<file path="src/rtl/tx_intf_pkg.sv">
// Shared definitions for the TX interface packet scheduler: FSM states and
// descriptor field positions.
package tx_intf_pkg;

   typedef enum logic [2:0] {
      IDLE     = 3'd0,
      POP      = 3'd1,
      WAIT_TSF = 3'd2,
      CTS      = 3'd3,
      STREAM   = 3'd4,
      GAP      = 3'd5
   } sched_state_t;

   localparam int CTS_EN_BIT    = 63;
   localparam int CTS_CFG_MSB   = 62;
   localparam int CTS_CFG_LSB   = 32;
   localparam int CTS_CFG_WIDTH = CTS_CFG_MSB - CTS_CFG_LSB + 1;

endpackage

</file>
<file path="src/rtl/tx_intf_tsf_cmp.sv">
// Launch-time comparator: holds the popped launch TSF and produces a registered
// go flag every compare cycle, plus a one-shot late flag on the first compare.
module tx_intf_tsf_cmp #(
   parameter int TSF_TIMER_WIDTH = 64
) (
   input  logic                       CLK,
   input  logic                       RST,
   input  logic                       load,
   input  logic [TSF_TIMER_WIDTH-1:0] load_tsf,
   input  logic                       cmp_en,
   input  logic [TSF_TIMER_WIDTH-1:0] tsf_runtime_val,
   output logic                       go,
   output logic                       late
);

   logic [TSF_TIMER_WIDTH-1:0] launch_tsf;
   logic                       first_cmp;

   // NOTE: sequential state uses non-blocking assignments only, and the flags
   // default low every cycle so they can only ever be one-cycle results.
   always_ff @(posedge CLK) begin
      if (RST) begin
         launch_tsf <= '0;
         first_cmp  <= 1'b0;
         go         <= 1'b0;
         late       <= 1'b0;
      end else begin
         go   <= 1'b0;
         late <= 1'b0;
         if (load) begin
            launch_tsf <= load_tsf;
            first_cmp  <= 1'b1;
         end else if (cmp_en) begin
            first_cmp <= 1'b0;
            go        <= (launch_tsf == '0) || (tsf_runtime_val >= launch_tsf);
            late      <= first_cmp && (launch_tsf != '0) && (tsf_runtime_val > launch_tsf);
         end
      end
   end

endmodule

</file>
<file path="src/rtl/tx_intf_pkt_sched.sv">
// TX packet scheduler: pops a descriptor and launch TSF, waits for launch time,
// optionally requests CTS-to-self, then streams the packet's data words.
module tx_intf_pkt_sched
   import tx_intf_pkg::*;
#(
   parameter int C_DATA_WIDTH           = 64,
   parameter int TSF_TIMER_WIDTH        = 64,
   parameter int MAX_BIT_NUM_DMA_SYMBOL = 14,
   parameter int GAP_CYCLES             = 16,
   parameter int UNDERRUN_LIMIT         = 1023
) (
   input  logic                       CLK,
   input  logic                       RST,
   input  logic                       sched_en,
   input  logic                       dmg_empty,
   input  logic [C_DATA_WIDTH-1:0]    dmg_data,
   output logic                       dmg_rden,
   input  logic                       tsf_empty,
   input  logic [TSF_TIMER_WIDTH-1:0] tsf_data,
   output logic                       tsf_rden,
   input  logic                       data_empty,
   input  logic [C_DATA_WIDTH-1:0]    data_in,
   output logic                       data_rden,
   input  logic [TSF_TIMER_WIDTH-1:0] tsf_runtime_val,
   output logic                       cts_req,
   output logic [CTS_CFG_WIDTH-1:0]   cts_cfg,
   input  logic                       cts_done,
   output logic [C_DATA_WIDTH-1:0]    m_data,
   output logic                       m_valid,
   output logic                       m_last,
   input  logic                       m_ready,
   output logic                       busy,
   output logic                       pkt_done,
   output logic                       late_launch,
   output logic                       underrun_err,
   output logic [15:0]                pkt_cnt
);

   localparam int UR_W  = $clog2(UNDERRUN_LIMIT + 1);
   localparam int GAP_W = $clog2(GAP_CYCLES + 1);
   localparam int WC_W  = MAX_BIT_NUM_DMA_SYMBOL;

   sched_state_t    state;
   logic [WC_W-1:0] words_m1;
   logic [WC_W-1:0] word_cnt;
   logic            cts_en;
   logic [UR_W-1:0] empty_cnt;
   logic [GAP_W-1:0] gap_cnt;
   logic            tsf_go;
   logic            stream_end;
   logic            stream_abort;
   logic            unused_dmg_bits;

   assign unused_dmg_bits = ^dmg_data[CTS_CFG_LSB-1:WC_W];

   tx_intf_tsf_cmp #(
      .TSF_TIMER_WIDTH (TSF_TIMER_WIDTH)
   ) u_tsf_cmp (
      .CLK             (CLK),
      .RST             (RST),
      .load            (state == POP),
      .load_tsf        (tsf_data),
      .cmp_en          (state == WAIT_TSF),
      .tsf_runtime_val (tsf_runtime_val),
      .go              (tsf_go),
      .late            (late_launch)
   );

   // Stream side is driven straight from the FWFT head; m_ready only feeds the pop.
   assign busy      = (state != IDLE);
   assign dmg_rden  = (state == POP);
   assign tsf_rden  = (state == POP);
   assign m_valid   = (state == STREAM) & ~data_empty;
   assign m_data    = (state == STREAM) ? data_in : '0;
   assign m_last    = m_valid & (word_cnt == words_m1);
   assign data_rden = m_valid & m_ready;

   assign stream_end   = data_rden & m_last;
   assign stream_abort = (state == STREAM) & data_empty & (empty_cnt == UR_W'(UNDERRUN_LIMIT - 1));

   always_ff @(posedge CLK) begin
      if (RST) begin
         state        <= IDLE;
         words_m1     <= '0;
         word_cnt     <= '0;
         cts_en       <= 1'b0;
         cts_cfg      <= '0;
         empty_cnt    <= '0;
         gap_cnt      <= '0;
         cts_req      <= 1'b0;
         pkt_done     <= 1'b0;
         underrun_err <= 1'b0;
         pkt_cnt      <= '0;
      end else begin
         cts_req      <= 1'b0;
         pkt_done     <= 1'b0;
         underrun_err <= 1'b0;
         case (state)
            IDLE: begin
               if (sched_en && !dmg_empty && !tsf_empty) state <= POP;
            end
            POP: begin
               words_m1 <= dmg_data[WC_W-1:0];
               cts_en   <= dmg_data[CTS_EN_BIT];
               cts_cfg  <= dmg_data[CTS_CFG_MSB:CTS_CFG_LSB];
               state    <= WAIT_TSF;
            end
            WAIT_TSF: begin
               if (tsf_go) begin
                  word_cnt  <= '0;
                  empty_cnt <= '0;
                  if (cts_en) begin
                     cts_req <= 1'b1;
                     state   <= CTS;
                  end else begin
                     state <= STREAM;
                  end
               end
            end
            CTS: begin
               if (cts_done) state <= STREAM;
            end
            STREAM: begin
               if (stream_end || stream_abort) begin
                  state        <= GAP;
                  gap_cnt      <= '0;
                  cts_cfg      <= '0;
                  pkt_done     <= 1'b1;
                  underrun_err <= stream_abort;
                  pkt_cnt      <= pkt_cnt + 16'd1;
               end else if (data_rden) begin
                  empty_cnt <= '0;
                  word_cnt  <= word_cnt + WC_W'(1);
               end else if (data_empty) begin
                  empty_cnt <= empty_cnt + UR_W'(1);
               end
            end
            GAP: begin
               if (gap_cnt == GAP_W'(GAP_CYCLES - 1)) state <= IDLE;
               else gap_cnt <= gap_cnt + GAP_W'(1);
            end
            default: state <= IDLE;
         endcase
      end
   end

endmodule
</file>
<file path="config.mk">
export PLATFORM = sky130hd
export DESIGN_NAME = tx_intf_pkt_sched
export DESIGN_NICKNAME = d
export VERILOG_FILES = /design/src/rtl/tx_intf_pkg.sv /design/src/rtl/tx_intf_tsf_cmp.sv /design/src/rtl/tx_intf_pkt_sched.sv
export SDC_FILE = /design/constraint.sdc
export NUM_CORES = 1
export LEC_CHECK = 0
export ABC_AREA = 1
export CAP_MARGIN = 20
export CORE_AREA = 2 2 151 153
export DETAILED_ROUTE_END_ITERATION = 10
export DIE_AREA = 0 0 153 155
export DONT_BUFFER_PORTS = 1
export SYNTH_ARGS = -nofsm -noshare
export SYNTH_HDL_FRONTEND = slang
export SYNTH_SLANG_ARGS = --single-unit
</file>
<file path="constraint.sdc">
create_clock -name CLK -period 4.6 [get_ports CLK]
set_clock_uncertainty 0.05 [all_clocks]
set_input_delay 0.46 -clock CLK [delete_from_list [all_inputs] [get_ports CLK]]
set_output_delay 0.46 -clock CLK [all_outputs]
set_load 0.02 [all_outputs]
</file>
==> metrics.md <==
| Metric | Value |
|---|---|
| Vias per cell | `5.148` |
| Chip height | `155 microns` |
| Die area | `23720 sq um` |
| Pwr/cell area | `593.1 nW/um^2` |
| Status | `complete, no violations` |
| Post-CTS sizing | `0` |
| Root buffer cell | `clkbuf_16` |
| Cell at the slowest stage of the critical path | `nor4_1` |
| Critical path launch point type | `register` |
| F_max | `347.1 MHz` |
| Relative slew slack | `0.2353` |
| Worst VDD drop | `225.9 uV` |
| Overflow after GRT | `0` |
| CTS buffer count | `17` |
| Wire length of the first global-routing pass | `40970 microns` |
| WHS Path Cells | `1` |
| Gr usage total | `0.2170` |
| Routability Congestion | `0.8537` |
| Largest net degree at the start of global routing | `104` |
| Placed inst area | `9423 sq um` |
| CP Class | `register to output port` |
| Count of cell types in the netlist | `38` |
| Worst-path fanout max | `6` |
| Setup Fix Bufs, Post-CTS | `0` |
| DP HPWL | `20140 microns` |
| Latest clock arrival within the worst-skew pair | `0.43 ns` |
| CTS max path bufs | `2` |
| Leakage | `4.249 nW` |
| Final nets | `1687` |
| Post-route antenna net violation count | `0` |
| Hold Crit Class | `primary input to register` |
| Fin crit period | `2.881 ns` |
| Vias in the first global route | `7849` |
| Unrepaired setup endpoints after global routing | `false` |
| H-tree Lvls | `4` |
| Chip width | `153 microns` |
| DR DRC count | `0` |
| # setup viols final | `0` |
| Antenna violations before repair | `3` |
| Setup_tns | `0 ns` |
| Buffers added on ports | `0` |
| Worst path required time | `4.09 ns` |
| Number of max-cap violations | `0` |
| TritonCTS clock tree | `yes` |
| Worst Path Arrival | `2.37 ns` |
| Net count after synthesis | `1721` |
| Cells on worst reg2reg path | `6` |
| Cell Rows | `55` |
| Mean Syn Cell Area | `6.680 sq um` |
| Final Slew Violations | `0` |
| Critical path cell sequence | `nor2_2, nand2_2, nor2_4, nand2_1, nor4_1` |
| TritonRoute pass-1 iters | `5` |
| Cells after Synth | `1387` |
| Syn. warnings | `0` |
| Final wirelength | `26370 microns` |
| Final hold violations | `0` |
| Initial Util | `0.4168` |
| Worst-Margin Slew | `1.137 ns` |
| CTS sink count | `164` |
| Area growth syn-to-layout | `8.305%` |
| Number of synthesized register bits | `164` |
| Routed length per placed instance | `15.94 microns` |
| Via count | `8515` |
| Critical path endpoint category | `output port` |
| Initial drt markers | `476` |
| Sequential share of the synthesized area | `0.3544` |
| Max stage delay on crit path | `0.97 ns` |
| Share of the clock period used by the worst path | `0.6263` |
| Mapped cell area | `9265 sq um` |
| Clk pin slew, worst setup/hold paths | `0.08 ns` |
| Final Instance Area | `10030 sq um` |
| Core area | `22230 sq um` |
| I/O pin cnt | `385` |
| Layout cells sized above 1 | `0.04612` |
| # hold bufs at CTS | `0` |
-- routing by layer --
metal  GRT usage  share of wire  vias up
met2      0.3895           0.51      300
li1            -              -     4388
met3     0.05265          0.058       42
met1      0.2408           0.39     3785
met4      0.1063          0.040        0
met5           0              0        -
-- layout make-up --
cell class                 count  area, sq um
sequential                   164         3283
fill                        2302        12190
clock inverter                15        178.9
timing repair buffer           5        37.54
multi-input combinational    946         4921
antenna                        3        7.507
tap                          285        356.6
inverter                     219        824.5
clock buffer                  17        425.4
-- final timing paths --
kind              startpoint                        to  slack (ns)
hold / removal           RST               word_cnt[8]        0.05
hold reg to reg   gap_cnt[3]                gap_cnt[3]        0.42
setup reg to reg    state[1]  u_tsf_cmp.launch_tsf[17]        2.04
setup / recovery    state[1]                    m_last        1.72
-- Yosys cell counts, drive strengths merged --
| cell | n | area share |
|---|---|---|
| nor2 | 178 | 0.077 |
| nand3b | 2 | 0.0016 |
| or2 | 3 | 0.0023 |
| o21bai | 2 | 0.0016 |
| o21ai | 103 | 0.056 |
| nand4 | 21 | 0.014 |
| nor3 | 20 | 0.012 |
| xnor2 | 2 | 0.0019 |
| o21a | 3 | 0.0024 |
| nand2 | 267 | 0.11 |
| clkbuf | 40 | 0.016 |
| and2 | 1 | 0.00068 |
| nor3b | 1 | 0.00081 |
| o211ai | 1 | 0.00081 |
| ha | 70 | 0.095 |
| nand3 | 65 | 0.036 |
| a31oi | 3 | 0.0020 |
| xor2 | 10 | 0.0095 |
| inv | 219 | 0.089 |
| buf | 18 | 0.010 |
| a211oi | 1 | 0.0014 |
| a21oi | 179 | 0.097 |
| and3 | 1 | 0.00068 |
| dfxtp | 164 | 0.35 |
| nor4 | 12 | 0.0081 |
| or3 | 1 | 0.00068 |
-- per-stage QoR --
stage,util,instances,hold WS (ns),setup slack [ns],power (mW)
after floorplan,-,1387,0.3863,2.531,4.035
after global placement,0.4239,1619,0.4000,2.028,4.497
after detailed placement,0.4239,1619,0.4047,1.989,4.547
after CTS,0.4511,1651,0.02351,1.703,6.008
after global routing,0.4514,1654,0.02024,1.522,6.473
final,0.4514,1654,0.04890,1.719,5.951
-- cells by family (layout without fill, tap and decap cells) --
group                      after synthesis  after routing  share of synthesized area
AOI/OAI and AO/OA                      292            292                     0.1606
buffers and inverters                  277            256                     0.1152
adders and majority gates               70             70                    0.09453
and+or+nand+nor                        572            572                     0.2640
other                                    0              3                          0
DFF                                    164            164                     0.3544
xor gates and xnor gates                12             12                    0.01134
-- power by group --
part	internal [mW]	switching (mW)	total [mW]
clock network	0.738	0.700	1.44
logic	0.768	1.58	2.35
registers	1.84	0.320	2.16
-- layout by cell type, fill, tap and decap left out, types with 4 or more instances in the layout --
cell type / netlist / layout
buf_4: 2 / 5
inv_2: 5 / 5
dfxtp_1: 164 / 164
o21ai_1: 12 / 12
nor2_1: 171 / 171
nand2_2: 4 / 4
nand3_1: 63 / 63
nor3_1: 17 / 17
xor2_1: 10 / 10
a21oi_1: 179 / 179
o21ai_0: 91 / 91
clkinv_8: 0 / 5
ha_1: 70 / 70
nor4_1: 12 / 12
nand4_1: 21 / 21
inv_8: 0 / 4
clkbuf_16: 0 / 17
inv_1: 214 / 213
inv_6: 0 / 4
nand2_1: 263 / 263
-- critical path, delay by kind of cell, from the launching register on --
kind	cells	cell delay, ns
AND/OR/NAND/NOR	5	1.56
flip-flops	1	0.38
-- state kept, by name (all words and copies together) (netlist names) --
name                  cells
u_tsf_cmp.first_cmp       1
pkt_done                  1
u_tsf_cmp.late            1
words_m1                 14
gap_cnt                   5
pkt_cnt                  16
cts_cfg                  31
cts_req                   1
empty_cnt                10
u_tsf_cmp.go              1
state                     3
underrun_err              1
word_cnt                 14
cts_en                    1
u_tsf_cmp.launch_tsf     64
(Power assumes the default switching activity.)
